File: config.mk
export PLATFORM = sky130hd
export DESIGN_NAME = note_sequencer
export DESIGN_NICKNAME = d
export VERILOG_FILES = /design/src/rtl/audio_seq_pkg.sv /design/src/rtl/seq_score_mem.sv /design/src/rtl/note_sequencer.sv
export SDC_FILE = /design/constraint.sdc
export NUM_CORES = 1
export LEC_CHECK = 0
export CAP_MARGIN = 20
export CORE_UTILIZATION = 44
export CTS_BUF_LIST = sky130_fd_sc_hd__clkbuf_4 sky130_fd_sc_hd__clkbuf_8
export DETAILED_ROUTE_END_ITERATION = 10
export SYNTH_ARGS = -nofsm -noshare
export SYNTH_HDL_FRONTEND = slang
export SYNTH_SLANG_ARGS = --single-unit
File: constraint.sdc
create_clock -name clk -period 12.1 [get_ports clk]
set_input_delay 1.21 -clock clk [delete_from_list [all_inputs] [get_ports clk]]
set_output_delay 1.21 -clock clk [all_outputs]
set_load 0.01 [all_outputs]
File: src/rtl/audio_seq_pkg.sv
// Shared types and constants for the score sequencer that drives the two-channel synth.
package audio_seq_pkg;

  localparam int unsigned DUR_W   = 12;
  localparam int unsigned FREQ_W  = 16;
  localparam int unsigned ENTRY_W = 2 + FREQ_W + DUR_W;

  typedef struct packed {
    logic              rest;
    logic              ch1_on;
    logic [FREQ_W-1:0] freq;
    logic [DUR_W-1:0]  dur;
  } seq_entry_t;

  typedef enum logic [1:0] {
    ST_IDLE = 2'd0,
    ST_LOAD = 2'd1,
    ST_PLAY = 2'd2
  } seq_state_e;

  localparam logic [FREQ_W-1:0] G4  = 16'd4208;
  localparam logic [FREQ_W-1:0] Dd4 = 16'd3339;
  localparam logic [FREQ_W-1:0] Ad4 = 16'd5005;

endpackage

File: src/rtl/seq_score_mem.sv
// Score RAM: single port shared between host writes (idle) and step reads (busy).
module seq_score_mem
  import audio_seq_pkg::*;
#(
  parameter int unsigned STEPS = 16,
  parameter int unsigned AW    = $clog2(STEPS)
) (
  input  logic               clk,
  input  logic               rstn,
  input  logic               busy_i,
  input  logic               wr_en_i,
  input  logic [AW-1:0]      wr_addr_i,
  input  logic [ENTRY_W-1:0] wr_data_i,
  input  logic               rd_en_i,
  input  logic [AW-1:0]      rd_addr_i,
  output logic [ENTRY_W-1:0] rd_data_o
);

  logic [ENTRY_W-1:0] mem [STEPS];
  logic [AW-1:0]      addr;

  assign addr = busy_i ? rd_addr_i : wr_addr_i;

  always_ff @(posedge clk) begin
    if (wr_en_i && !busy_i) mem[addr] <= wr_data_i;
  end

  // The read register doubles as the current-entry register; it holds between loads.
  always_ff @(posedge clk or negedge rstn) begin
    if (!rstn)                 rd_data_o <= '0;
    else if (rd_en_i && busy_i) rd_data_o <= mem[addr];
  end

endmodule

File: src/rtl/note_sequencer.sv
// Autonomous score player: steps through the score RAM driving channel enables and frequency.
module note_sequencer
  import audio_seq_pkg::*;
#(
  parameter int unsigned STEPS     = 16,
  parameter int unsigned TICK_DIV  = 12500,
  parameter int unsigned GAP_TICKS = 20,
  localparam int unsigned AW       = $clog2(STEPS)
) (
  input  logic               clk,
  input  logic               rstn,
  input  logic               wr_en_i,
  input  logic [AW-1:0]      wr_addr_i,
  input  logic [ENTRY_W-1:0] wr_data_i,
  input  logic [AW-1:0]      last_idx_i,
  input  logic               loop_i,
  input  logic               start_i,
  input  logic               stop_i,
  output logic               busy_o,
  output logic               done_o,
  output logic [AW-1:0]      step_o,
  output logic               ch0_en_o,
  output logic               ch1_en_o,
  output logic [FREQ_W-1:0]  ch0_freq_o,
  output logic [FREQ_W-1:0]  ch1_freq_o
);

  localparam int unsigned PW = (TICK_DIV > 1) ? $clog2(TICK_DIV) : 1;

  seq_state_e         state;
  logic [AW-1:0]      step_q;
  logic [AW-1:0]      last_q;
  logic               loop_q;
  logic [PW-1:0]      presc_q;
  logic [DUR_W-1:0]   tick_cnt_q;
  logic               done_q;
  logic [ENTRY_W-1:0] rd_data;
  seq_entry_t         entry;
  logic [DUR_W-1:0]   rem;
  logic               tick;

  seq_score_mem #(.STEPS(STEPS), .AW(AW)) u_mem (
    .clk       (clk),
    .rstn      (rstn),
    .busy_i    (busy_o),
    .wr_en_i   (wr_en_i),
    .wr_addr_i (wr_addr_i),
    .wr_data_i (wr_data_i),
    .rd_en_i   ((state == ST_LOAD) && !stop_i),
    .rd_addr_i (step_q),
    .rd_data_o (rd_data)
  );

  assign entry = seq_entry_t'(rd_data);
  // Remaining ticks of the current step; tick_cnt_q stays below dur, so this never wraps.
  assign rem   = entry.dur - tick_cnt_q;
  assign tick  = (presc_q == PW'(TICK_DIV - 1));

  always_ff @(posedge clk or negedge rstn) begin
    if (!rstn) begin
      state      <= ST_IDLE;
      step_q     <= '0;
      last_q     <= '0;
      loop_q     <= 1'b0;
      presc_q    <= '0;
      tick_cnt_q <= '0;
      done_q     <= 1'b0;
    end else begin
      done_q <= 1'b0;
      case (state)
        ST_IDLE: begin
          if (start_i && !stop_i) begin
            last_q <= last_idx_i;
            loop_q <= loop_i;
            step_q <= '0;
            state  <= ST_LOAD;
          end
        end
        ST_LOAD: begin
          presc_q    <= '0;
          tick_cnt_q <= '0;
          state      <= ST_PLAY;
        end
        ST_PLAY: begin
          presc_q <= tick ? '0 : presc_q + PW'(1);
          if (entry.dur == '0) begin
            // End-of-score marker; a marker at step 0 never loops, so an empty score terminates.
            if (loop_q && step_q != '0) begin
              step_q <= '0;
              state  <= ST_LOAD;
            end else begin
              done_q <= 1'b1;
              state  <= ST_IDLE;
            end
          end else if (tick) begin
            if (rem == DUR_W'(1)) begin
              if (step_q < last_q) begin
                step_q <= step_q + AW'(1);
                state  <= ST_LOAD;
              end else if (loop_q) begin
                step_q <= '0;
                state  <= ST_LOAD;
              end else begin
                done_q <= 1'b1;
                state  <= ST_IDLE;
              end
            end else begin
              tick_cnt_q <= tick_cnt_q + DUR_W'(1);
            end
          end
        end
        default: state <= ST_IDLE;
      endcase
      // Abort overrides everything, including a completion in the same cycle.
      if (stop_i && state != ST_IDLE) begin
        state  <= ST_IDLE;
        done_q <= 1'b0;
      end
    end
  end

  assign busy_o     = (state != ST_IDLE);
  assign done_o     = done_q;
  assign step_o     = step_q;
  assign ch0_en_o   = (state == ST_PLAY) && !entry.rest && (rem > DUR_W'(GAP_TICKS));
  assign ch1_en_o   = ch0_en_o && entry.ch1_on;
  assign ch0_freq_o = entry.freq;
  assign ch1_freq_o = entry.freq;

endmodule
==> results of run 1 <==
per-stage QoR:
| stage | std cells | hold slack [ns] |
|---|---|---|
| after floorplan | 1346 | 0.442 |
| final | 2201 | 0.487 |
| after detailed placement | 2034 | 0.498 |
| after global placement | 2026 | 0.494 |
| after CTS | 2197 | 0.511 |
| after global routing | 2201 | 0.460 |
worst paths after layout:
| check | slack [ns] | to | cells past startpoint | startpoint |
|---|---|---|---|---|
| min reg2reg | 0.51 | u_mem.rd_data_o[13] | 2 | u_mem.rd_data_o[13] |
| min | 0.49 | step_o[2] | 1 | rstn |
| max | 7.10 | ch1_en_o | 10 | tick_cnt_q[0] |
| min in group clk | 0.51 | u_mem.rd_data_o[13] | 2 | u_mem.rd_data_o[13] |
| max reg2reg | 7.64 | u_mem.rd_data_o[26] | 10 | state[1] |
| max in group asynchronous | 11.01 | u_mem.rd_data_o[13] | 2 | rstn |
placed cells by master, fill, tap and decap left out, types with 9 or more instances in the layout:
cell type and count:
dfrtp_1 68, o21ai_0 70, clkinv_1 16, nor2_1 36, nand4_1 9, and3_1 9
clkbuf_4 32, buf_4 16, nand3_1 43, mux4_2 120, edfxtp_1 480, clkdlybuf4s50_1 82
inv_1 27, clkbuf_8 96, a21oi_1 15, ha_1 23, clkinv_2 10, nand2_1 213
nor2_4 12, xor2_1 12
worst max-delay path, stage by stage, from the launching register on:
cell and delay, ns:
dfrtp_1 0.43, ha_1 0.26, fa_1 0.44, nor2b_4 0.15
o31a_1 0.19, o2111ai_2 0.13, a31o_1 0.28, a211oi_4 0.40
a311oi_1 0.20, and2_1 0.21, clkdlybuf4s50_1 0.47
power groups by stage:
stage / logic [W] / registers [W] / clock network (W)
finish: 0.00143 / 0.00226 / 0.00165
global route: 0.00158 / 0.00228 / 0.00177
CTS: 0.00146 / 0.00227 / 0.00169
detailed placement: 0.00145 / 0.00230 / 0
global placement: 0.00143 / 0.00230 / 0
floorplan: 0.00105 / 0.00227 / 0
cell families (layout without fill, tap and decap cells):
family / count (synthesis) / after routing / share of synthesized area [%]
XOR/XNOR: 16 / 16 / 0.622
adder cells (fa/ha/maj): 24 / 24 / 1.37
multiplexers: 140 / 140 / 12.9
AND/OR/NAND/NOR: 357 / 357 / 6.92
flip-flops: 548 / 548 / 71.5
AO/OA/AOI/OAI: 143 / 143 / 4.05
buffers and inverters: 118 / 301 / 2.58
state kept, by name, summed over array words and instances, names as in the netlist:
name             count
u_mem.mem          480
loop_q               1
step_o               4
last_q               4
done_o               1
presc_q             14
state                2
tick_cnt_q          12
u_mem.rd_data_o     30
metal layers:
metal | GRT usage, % | vias to the layer above | share of wire (%)
li1 | - | 5429 | -
met1 | 26.3 | 6279 | 45
met2 | 31.4 | 329 | 49
met3 | 4.27 | 79 | 5.0
met4 | 5.31 | 2 | 1.7
met5 | 0 | - | 0.035
area by class of cell:
cell class,count,area (µm²),area share (%)
tap,672,841,3.21
clock buffer,128,1560,5.97
sequential,548,16100,61.6
multi-input combinational,680,6000,22.9
inverter,28,105,0.402
timing repair buffer,110,1240,4.74
clock inverter,35,299,1.14
==> key figures, run 1 <==
Power and ir drop
  – Total chip power: 0.00535 W
  – Clock power share: 30.9%
  – Combinational share of power: 26.8%
  – Pleak: 9.09 nW
  – Pint: 0.00374 W
  – Max VDD drop: 0.102 mV
  – Switch share: 30.1%
  – Power density cells: 204 mW/mm²
  – P_sw: 0.00161 W
  – Share of total power in sequential cells: 42.3%

Clock tree
  – PostCTS Resize Cnt: 0
  – Longest Clk Path Bufs: 3
  – Hold_buf cts: 0
  – Worst-Skew Late Latency: 0.68 ns
  – Clk sinks: 548
  – H-tree Lvls: 3
  – Postcts setup bufs: 0
  – Reg clk slew, reported paths: 0.06 ns
  – CTS tree: yes
  – Clock Tree Root: clkbuf_8
  – CTS Buf Count: 88

Floorplanning
  – Die area: 0.0521 mm²
  – Initial core utilization: 44.7%
  – Core area: 0.0504 mm²
  – Die width: 228 µm
  – Die height: 228 µm
  – Top Ports: 84
  – # rows: 82

Worst setup path
  – CP Max Fanout: 8
  – WP data required: 10.89 ns
  – Setup Crit Path Kind: flip-flop to primary output
  – Worst EP arrival: 3.79 ns
  – Setup crit start kind: flip-flop
  – Crit end category: primary output

Synth
  – Post-synth ARST share: 12.4%
  – Yosys warns: 0
  – Post-synth top flop: edfxtp_1
  – Synth Area per Inst: 16.7 µm²
  – Seq/Total Area, Yosys: 71.5%
  – Mapped Cells: 1,346
  – Top cell type's share of synthesized area: 64.0%
  – Synthesized area: 0.0225 mm²
  – Top cells by area, synth: edfxtp_1, mux4_2, dfrtp_1
  – Synth top cells by count: edfxtp_1, nand2_1, mux4_2
  – Distinct cells, synth: 64
  – EDFF count, synth: 480
  – Cell taking the most area after synthesis: edfxtp_1
  – FF+latch count, synth: 548
  – Synth Net Count: 1,414
  – Top-count cell post-synth: edfxtp_1

Place
  – RD Place Congestion: 0.823
  – PortBufs: 83
  – Area post-placement: 0.0242 mm²
  – Place WS: 7.09 ns
  – DP HPWL: 28.0 mm

Layout
  – Layout cell share with drive strength beyond 1: 22.1%
  – Area delta synth->final: 16.1%
  – Final core occ: 51.9%
  – Final Cell Area: 0.0262 mm²
  – Final nets: 1,524
  – Fillers: 4,110
  – Antenna cells: 0

STA
  – RSZ-0062 raised after global routing: no
  – Period utilization: 41.3%
  – Max Clk Rate: 200 MHz
  – Setup TNS: 0 ns
  – Clock Skews: 0.0449 ns
  – Fin worst setup slack: 7.10 ns
  – Relative slew slack: 29.3%
  – Final hold violations: 0
  – Least-Margin Pin Slew: 1.06 ns
  – Post-layout min period: 5.00 ns
  – Pins Over Slew Limit: 0
  – Final setup fails: 0

Global routing
  – Vias in the first global route: 12,700
  – Largest net degree at the start of global routing: 69
  – GRT overflow: 0
  – Initial antenna violation count: 1
  – First-pass GRT wire length: 76.3 mm
  – All-Layer GR Usage: 19.3%

Routing
  – Average wire per standard cell: 22.2 µm
  – Routed WL: 48.9 mm
  – DR pass1 iterations: 5
  – Violation count after the first detailed-route iteration: 1,005
  – Routed Antenna Nets: 0
  – Residual DRC: 0
  – Vias: 12,100
  – Vias/cell: 5.51

Flow run
  – # Max-Cap Violations: 0

Min path
  – Worst min-delay path category: primary input to async pin

Outcome
  – Status: finished, final reports clean
No activity file was read; power rests on OpenSTA's default activity.
==> run 2, diff against run 1 <==
==> constraint.sdc (replaced) <==
create_clock -name clk -period 4.9 [get_ports clk]
set_input_delay 0.49 -clock clk [delete_from_list [all_inputs] [get_ports clk]]
set_output_delay 0.49 -clock clk [all_outputs]
set_load 0.01 [all_outputs]
==> key figures, run 2 (synthesis results as in run 1) <==
Outcome
  – Status: finished, final reports clean

Clock tree
  – H-tree Lvls: 3 (unchanged)
  – Worst-Skew Late Latency: 0.67 ns (about the same)
  – Reg clk slew, reported paths: 0.06 ns (about the same)
  – Clock Tree Root: clkbuf_8
  – Clk sinks: 548 (unchanged)
  – CTS tree: yes
  – Longest Clk Path Bufs: 3 (unchanged)
  – Postcts setup bufs: 0 (unchanged)
  – PostCTS Resize Cnt: 0 (unchanged)
  – Hold_buf cts: 1 (+1)
  – CTS Buf Count: 90 (+2.3%)

Layout
  – Most frequent cells in the layout: edfxtp_1, nand2_1, mux4_2
  – Regs by FF count: u_mem.mem: 480 flops, u_mem.rd_data_o: 30 flops, presc_q: 14 flops
  – Area delta synth->final: 15.9%
  – Commonest non-fill, non-tap cell in the layout: edfxtp_1
  – Final core occ: 51.8% (-0.10 points)
  – Top reg by flops: u_mem.mem
  – Fillers: 4,149 (+0.95%)
  – Layout cell share with drive strength beyond 1: 22.4% (+0.28 points)
  – Max reg flops: 480 (unchanged)
  – Antenna cells: 0 (unchanged)
  – Final nets: 1,530 (+0.39%)

Floorplanning
  – Core area: 0.0504 mm² (unchanged)
  – Die width: 228 µm (unchanged)
  – Top Ports: 84 (unchanged)
  – Die area: 0.0521 mm² (unchanged)
  – Initial core utilization: 44.7% (unchanged)
  – # rows: 82 (unchanged)
  – Die height: 228 µm (unchanged)

STA
  – Post-layout min period: 4.25 ns
  – Least-Margin Pin Slew: 1.11 ns (+0.0555 ns)
  – Pins Over Slew Limit: 0 (unchanged)
  – Max Clk Rate: 235 MHz
  – Period utilization: 86.7%
  – Setup TNS: 0 ns (unchanged)
  – RSZ-0062 raised after global routing: no
  – Worst hold margin: 0.333 ns (-0.154 ns)
  – Final setup fails: 0 (unchanged)
  – Fin worst setup slack: 0.650 ns (-6.45 ns)
  – Clock Skews: 0.0383 ns (-0.00661 ns)
  – Final hold violations: 0 (unchanged)
  – Relative slew slack: 25.6% (-3.7 points)

Routing
  – Violation count after the first detailed-route iteration: 1,139 (+13%)
  – Routed wire length on met3: 2.98 mm (+23%)
  – DR WL met2: 23.8 mm (-0.21%)
  – Vias: 12,200 (+0.76%)
  – Met1 WL: 23.7 mm (+8.8%)
  – DR top layer: met4
  – Vias/cell: 5.53 (+0.39%)
  – DR pass1 iterations: 5 (unchanged)
  – Residual DRC: 0 (unchanged)
  – Average wire per standard cell: 23.2 µm (+4.6%)
  – Routed Antenna Nets: 0 (unchanged)
  – Routed WL: 51.3 mm (+4.9%)

Worst setup path
  – CP Cell Sequence: ha_1 > fa_1 > nor2b_4 > o31a_1 > o2111ai_2 > a31o_1 > a211oi_4 > a311oi_1 > and2_1 > clkdlybuf4s50_1
  – Reg2Reg Depth: 5 (-5)
  – Setup crit start kind: flip-flop
  – Worst path max stage delay: 0.47 ns (about the same)
  – Setup Crit Path Kind: flip-flop to primary output
  – WP data required: 4.41 ns (-6.48 ns)
  – Crit end category: primary output
  – Worst EP arrival: 3.76 ns (-0.03 ns)
  – CP Max Fanout: 8 (unchanged)
  – Critical-path top delay cell: clkdlybuf4s50_1

Power and ir drop
  – Pleak: 9.10 nW (+0.15%)
  – Clock power share: 30.7% (-0.2 points)
  – Max VDD drop: 0.239 mV (+130%)
  – Switch share: 30.6% (+0.45 points)
  – P_sw: 0.00405 W (+150%)
  – Pint: 0.00920 W (+150%)
  – Power density cells: 508 mW/mm² (+150%)
  – Share of total power in sequential cells: 42.2% (about the same)
  – Combinational share of power: 27.1% (+0.3 points)

Global routing
  – Largest net degree at the start of global routing: 80 (+16%)
  – Vias in the first global route: 12,400 (-1.7%)
  – All-Layer GR Usage: 20.1% (+0.83 points)
  – GRT overflow: 0 (unchanged)
  – First-pass GRT wire length: 77.9 mm (+2.2%)
  – Initial antenna violation count: 0 (-1)

Flow run
  – # Max-Cap Violations: 0 (unchanged)

Place
  – PortBufs: 83 (unchanged)
  – DP HPWL: 29.8 mm (+6.5%)
  – RD Place Congestion: 0.848 (+3.0%)
  – Place WS: 1.30 ns (-5.79 ns)

Min path
  – Worst min-delay path category: primary input to async pin
==> run 2: cell count changes in the layout (fill, tap and decap cells not counted), sizes merged <==
cell | before | now
buf | 28 | 31
bufinv | 4 | 2
clkbuf | 128 | 134
clkinvlp | 2 | 0
dlygate4sd3 | 0 | 1
inv | 29 | 31
==> run 2: metrics by stage <==
stage                     instance area, µm²  total power (W)  std cells
after floorplan                        22500          0.00820       1346
after global placement                 24100          0.00928       2036
after detailed placement               24200          0.00932       2040
after CTS                              26100           0.0134       2208
after global routing                   26100           0.0139       2209
final                                  26100           0.0133       2209
==> run 2: layout make-up <==
| cell class | count | area [µm²] | area share, % |
|---|---|---|---|
| clock buffers | 134 | 1630 | 6.22 |
| clock inverters | 33 | 230 | 0.882 |
| inverters | 28 | 105 | 0.403 |
| multi-input cells | 680 | 6000 | 23.0 |
| flip-flops and latches | 548 | 16100 | 61.7 |
| well taps | 672 | 841 | 3.22 |
| repair buffers | 114 | 1190 | 4.57 |
==> run 2: power groups by stage <==
stage          clock network (W)  registers (W)  logic (W)
6_report                 0.00407        0.00559    0.00360
5_1_grt                  0.00435        0.00562    0.00394
4_1_cts                  0.00416        0.00560    0.00364
3_5_place_dp                   0        0.00569    0.00363
3_3_place_gp                   0        0.00567    0.00361
2_1_floorplan                  0        0.00560    0.00260
==> run 2: worst paths after layout <==
| path | startpoint | end | slack (ns) |
|---|---|---|---|
| setup / recovery | tick_cnt_q[0] | ch1_en_o | 0.65 |
| hold / removal | rstn | u_mem.rd_data_o[21] | 0.33 |
| setup reg to reg | state[1] | u_mem.mem[3][7] | 1.36 |
| hold reg to reg | u_mem.rd_data_o[24] | u_mem.rd_data_o[24] | 0.51 |
| max in group asynchronous | rstn | u_mem.rd_data_o[14] | 3.53 |
| min in group clk | last_idx_i[3] | last_q[3] | 0.48 |
==> run 2: critical path, delay by kind of cell (launching register included) <==
kind	cells	cell delay, ns
AOI/OAI and AO/OA	5	1.19
adders and majority gates	2	0.69
buffers and inverters	1	0.47
DFF	1	0.43
and+or+nand+nor	2	0.35
==> run 2: per-layer routing <==
metal  vias to the layer above  track usage [%]
li1                       5446                -
met1                      6340             29.0
met2                       351             30.9
met3                        73             4.60
met4                         0             5.54
met5                         -                0
==> run 3, diff against run 2 <==
--- a/config.mk
+++ b/config.mk
@@ -5,10 +5,11 @@
 export SDC_FILE = /design/constraint.sdc
 export NUM_CORES = 1
 export LEC_CHECK = 0
-export CAP_MARGIN = 20
+export ABC_AREA = 1
 export CORE_UTILIZATION = 44
 export CTS_BUF_LIST = sky130_fd_sc_hd__clkbuf_4 sky130_fd_sc_hd__clkbuf_8
 export DETAILED_ROUTE_END_ITERATION = 10
+export REMOVE_ABC_BUFFERS = 1
 export SYNTH_ARGS = -nofsm -noshare
 export SYNTH_HDL_FRONTEND = slang
 export SYNTH_SLANG_ARGS = --single-unit
==> key figures, run 3 <==
STA
  – Final setup fails: 0 (unchanged)
  – Worst hold margin: 0.378 ns (+0.0454 ns)
  – Max Clk Rate: 257 MHz (+9.1%)
  – RSZ-0062 raised after global routing: no
  – Final hold violations: 0 (unchanged)
  – Post-layout min period: 3.90 ns (-0.354 ns)
  – Fin worst setup slack: 1.00 ns (+0.354 ns)
  – Pins Over Slew Limit: 0 (unchanged)
  – Least-Margin Pin Slew: 0.988 ns (-0.126 ns)
  – Clock Skews: 0.0319 ns (-0.00641 ns)
  – Period utilization: 79.5% (-7.2 points)
  – Relative slew slack: 33.5% (+7.9 points)

Synth
  – Yosys warns: 0 (unchanged)
  – Post-synthesis xor/xnor area fraction: 0.423% (-0.20 points)
  – Synthesized area: 0.0228 mm² (+1.1%)
  – Post-synthesis compound-gate area fraction: 5.67% (+1.6 points)
  – Largest family of logic cells by synthesized area: simple AND/OR/NAND/NOR gates
  – Top-count cell post-synth: edfxtp_1
  – Cell taking the most area after synthesis: edfxtp_1
  – Simple-Gate Fraction of Synth Area: 17.1% (+10 points)
  – Distinct cells, synth: 35 (-45%)
  – Synth top cells by count: edfxtp_1, nand3_1, nand2_1
  – EDFF count, synth: 480 (unchanged)
  – Post-synth ARST share: 12.4% (unchanged)
  – Post-Synth Adder-Cell Area: 1.35% (-0.015 points)
  – Mapped Cells: 1,863 (+38%)
  – Synth Area per Inst: 12.2 µm² (-27%)
  – Post-synth top flop: edfxtp_1
  – FF+latch count, synth: 548 (unchanged)
  – Seq/Total Area, Yosys: 70.7% (-0.80 points)
  – Mux contribution to synthesized area: 0.0933% (-13 points)
  – Top cell type's share of synthesized area: 63.3% (-0.72 points)
  – Top cells by area, synth: edfxtp_1, nand3_1, dfrtp_1

Routing
  – Violation count after the first detailed-route iteration: 1,537 (+35%)
  – Routed Antenna Nets: 0 (unchanged)
  – Routed WL: 58.8 mm (+15%)
  – DR pass1 iterations: 7 (+2)
  – Vias: 15,100 (+24%)
  – Residual DRC: 0 (unchanged)
  – Vias/cell: 5.63 (+1.8%)
  – Average wire per standard cell: 21.9 µm (-5.8%)

Global routing
  – First-pass GRT wire length: 90.4 mm (+16%)
  – Initial antenna violation count: 2 (+2)
  – All-Layer GR Usage: 22.6% (+2.4 points)
  – Largest net degree at the start of global routing: 181 (+130%)
  – Vias in the first global route: 15,100 (+21%)
  – GRT overflow: 0 (unchanged)

Worst setup path
  – Flop-to-flop setup slack: 1.32 ns (-0.04 ns)
  – Setup crit start kind: flip-flop
  – Worst path max stage delay: 0.48 ns (about the same)
  – Crit end category: primary output
  – Crit-path leading delay family: simple AND/OR/NAND/NOR gates
  – Setup Crit Path Kind: flip-flop to primary output
  – CP Max Fanout: 5 (-3)
  – WP data required: 4.41 ns (about the same)
  – Critical-path top delay cell: clkdlybuf4s50_1
  – CP dominant cell by count: nand2_1
  – CP Cell Sequence: ha_1 > fa_1 > inv_1 > nand3_1 > nand2_1 > nand2_1 > nand2_1 > nand2_1 > nand2_1 > nand3_1 > nor2_1 > nand2_1 > nand2_1 > nor2_1 > clkdlybuf4s50_1
  – Worst EP arrival: 3.41 ns (-0.35 ns)
  – CP Buf/Inv Count: 2 (+1)

Layout
  – Final nets: 2,009 (+31%)
  – Commonest non-fill, non-tap cell in the layout: edfxtp_1
  – Top reg by flops: u_mem.mem
  – Area delta synth->final: 14.7%
  – Layout cell share with drive strength beyond 1: 10.5% (-12 points)
  – Fillers: 4,395 (+5.9%)
  – Max reg flops: 480 (unchanged)
  – Final Cell Area: 0.0261 mm² (+0.12%)
  – Antenna cells: 0 (unchanged)
  – Most frequent cells in the layout: edfxtp_1, nand3_1, nand2_1
  – Regs by FF count: u_mem.mem: 480 flops, u_mem.rd_data_o: 30 flops, presc_q: 14 flops
  – Final core occ: 51.1% (-0.77 points)

Min path
  – Worst min-delay path category: primary input to async pin

Floorplanning
  – # rows: 83 (+1.2%)
  – Top Ports: 84 (unchanged)
  – Initial core utilization: 44.5% (-0.22 points)
  – Die width: 230 µm (+0.56%)
  – Die height: 230 µm (+0.56%)
  – Die area: 0.0527 mm² (+1.1%)
  – Core area: 0.0512 mm² (+1.6%)

Clock tree
  – H-tree Lvls: 3 (unchanged)
  – CTS tree: yes
  – Longest Clk Path Bufs: 3 (unchanged)
  – Clk sinks: 548 (unchanged)
  – Reg clk slew, reported paths: 0.06 ns (about the same)
  – PostCTS Resize Cnt: 0 (unchanged)
  – Worst-Skew Late Latency: 0.68 ns (about the same)
  – CTS Buf Count: 87 (-3.3%)
  – Clock Tree Root: clkbuf_8

Outcome
  – Status: finished, final reports clean

Place
  – DP HPWL: 32.2 mm (+7.9%)
  – RD Place Congestion: 0.798 (-5.8%)
  – Place WS: 1.30 ns (+0.00630 ns)
  – PortBufs: 83 (unchanged)
  – Area post-placement: 0.0244 mm² (+0.76%)

Power and ir drop
  – Total chip power: 0.0143 W (+8.2%)
  – Power density cells: 549 mW/mm² (+8.1%)
  – Max VDD drop: 0.419 mV (+75%)
  – Pleak: 9.25 nW (+1.6%)

Flow run
  – # Max-Cap Violations: 0 (unchanged)
run 3: changes by cell type after synthesis, moves of 19 or more:
cell / delta
buf_2: +19
nor2_1: +25
clkbuf_1: +30
mux4_2: -120
a22oi_1: +122
nand3_1: +366
o21ai_0: -54
nand4_1: +32
nand2_1: +82
inv_1: +72
run 3: cells by family after synthesis:
family,count (synthesis)
AO/OA/AOI/OAI,186
XOR/XNOR,11
adder cells (fa/ha/maj),24
buffers and inverters,236
flip-flops,548
multiplexers,2
AND/OR/NAND/NOR,856
run 3: final timing paths:
kind / cells after the start / to / start
max: 15 / ch1_en_o / tick_cnt_q[0]
min: 2 / u_mem.rd_data_o[24] / rstn
max reg2reg: 8 / u_mem.mem[0][23] / state[0]
min reg2reg: 1 / presc_q[12] / presc_q[12]
max in group asynchronous: 3 / presc_q[7] / rstn
min in group clk: 3 / last_q[3] / last_idx_i[3]
run 3: final cells by class:
class | instances | area, µm² | area share [%]
tap | 680 | 851 | 3.25
multi-input combinational | 1079 | 5800 | 22.2
clock inverter | 30 | 183 | 0.699
timing repair buffer | 123 | 1270 | 4.85
sequential | 548 | 16100 | 61.6
clock buffer | 126 | 1540 | 5.89
inverter | 102 | 385 | 1.47
run 3: what timing repair did:
action | CTS | global route
endpoints found under the hold margin | 26 | 0
setup buffers | 0 | 0
hold buffers | 1 | 0
run 3: worst register-to-register path, delay by kind of cell (launching register included):
| kind | cells | cell delay [ns] |
|---|---|---|
| flops | 1 | 0.41 |
| simple gates | 2 | 0.85 |
| buf+inv | 4 | 0.86 |
| fa+ha+maj | 1 | 0.36 |
| compound gates | 1 | 0.84 |
run 3: power by group:
| part | switching, W | leakage [nW] | internal (W) | total, W |
|---|---|---|---|---|
| Sequential | 0.000180 | 5.20 | 0.00550 | 0.00568 |
| Clock | 0.00178 | 0.924 | 0.00208 | 0.00386 |
| Combinational | 0.00331 | 3.13 | 0.00150 | 0.00481 |
| Total | 0.00527 | 9.25 | 0.00908 | 0.0143 |
run 3: per-layer routing:
metal	global-route usage [%]	wire length, µm	vias to the layer above
met5	0	26	-
met4	6.48	977	4
met3	4.54	3810	77
met2	36.6	28700	543
met1	30.7	25300	7519
li1	-	-	6978
run 3: per-stage QoR:
step | instances | TNS, ns
6_report | 2688 | 0
5_1_grt | 2688 | 0
4_1_cts | 2688 | 0
3_5_place_dp | 2531 | 0
3_3_place_gp | 2531 | 0
2_1_floorplan | 1729 | -1677.26
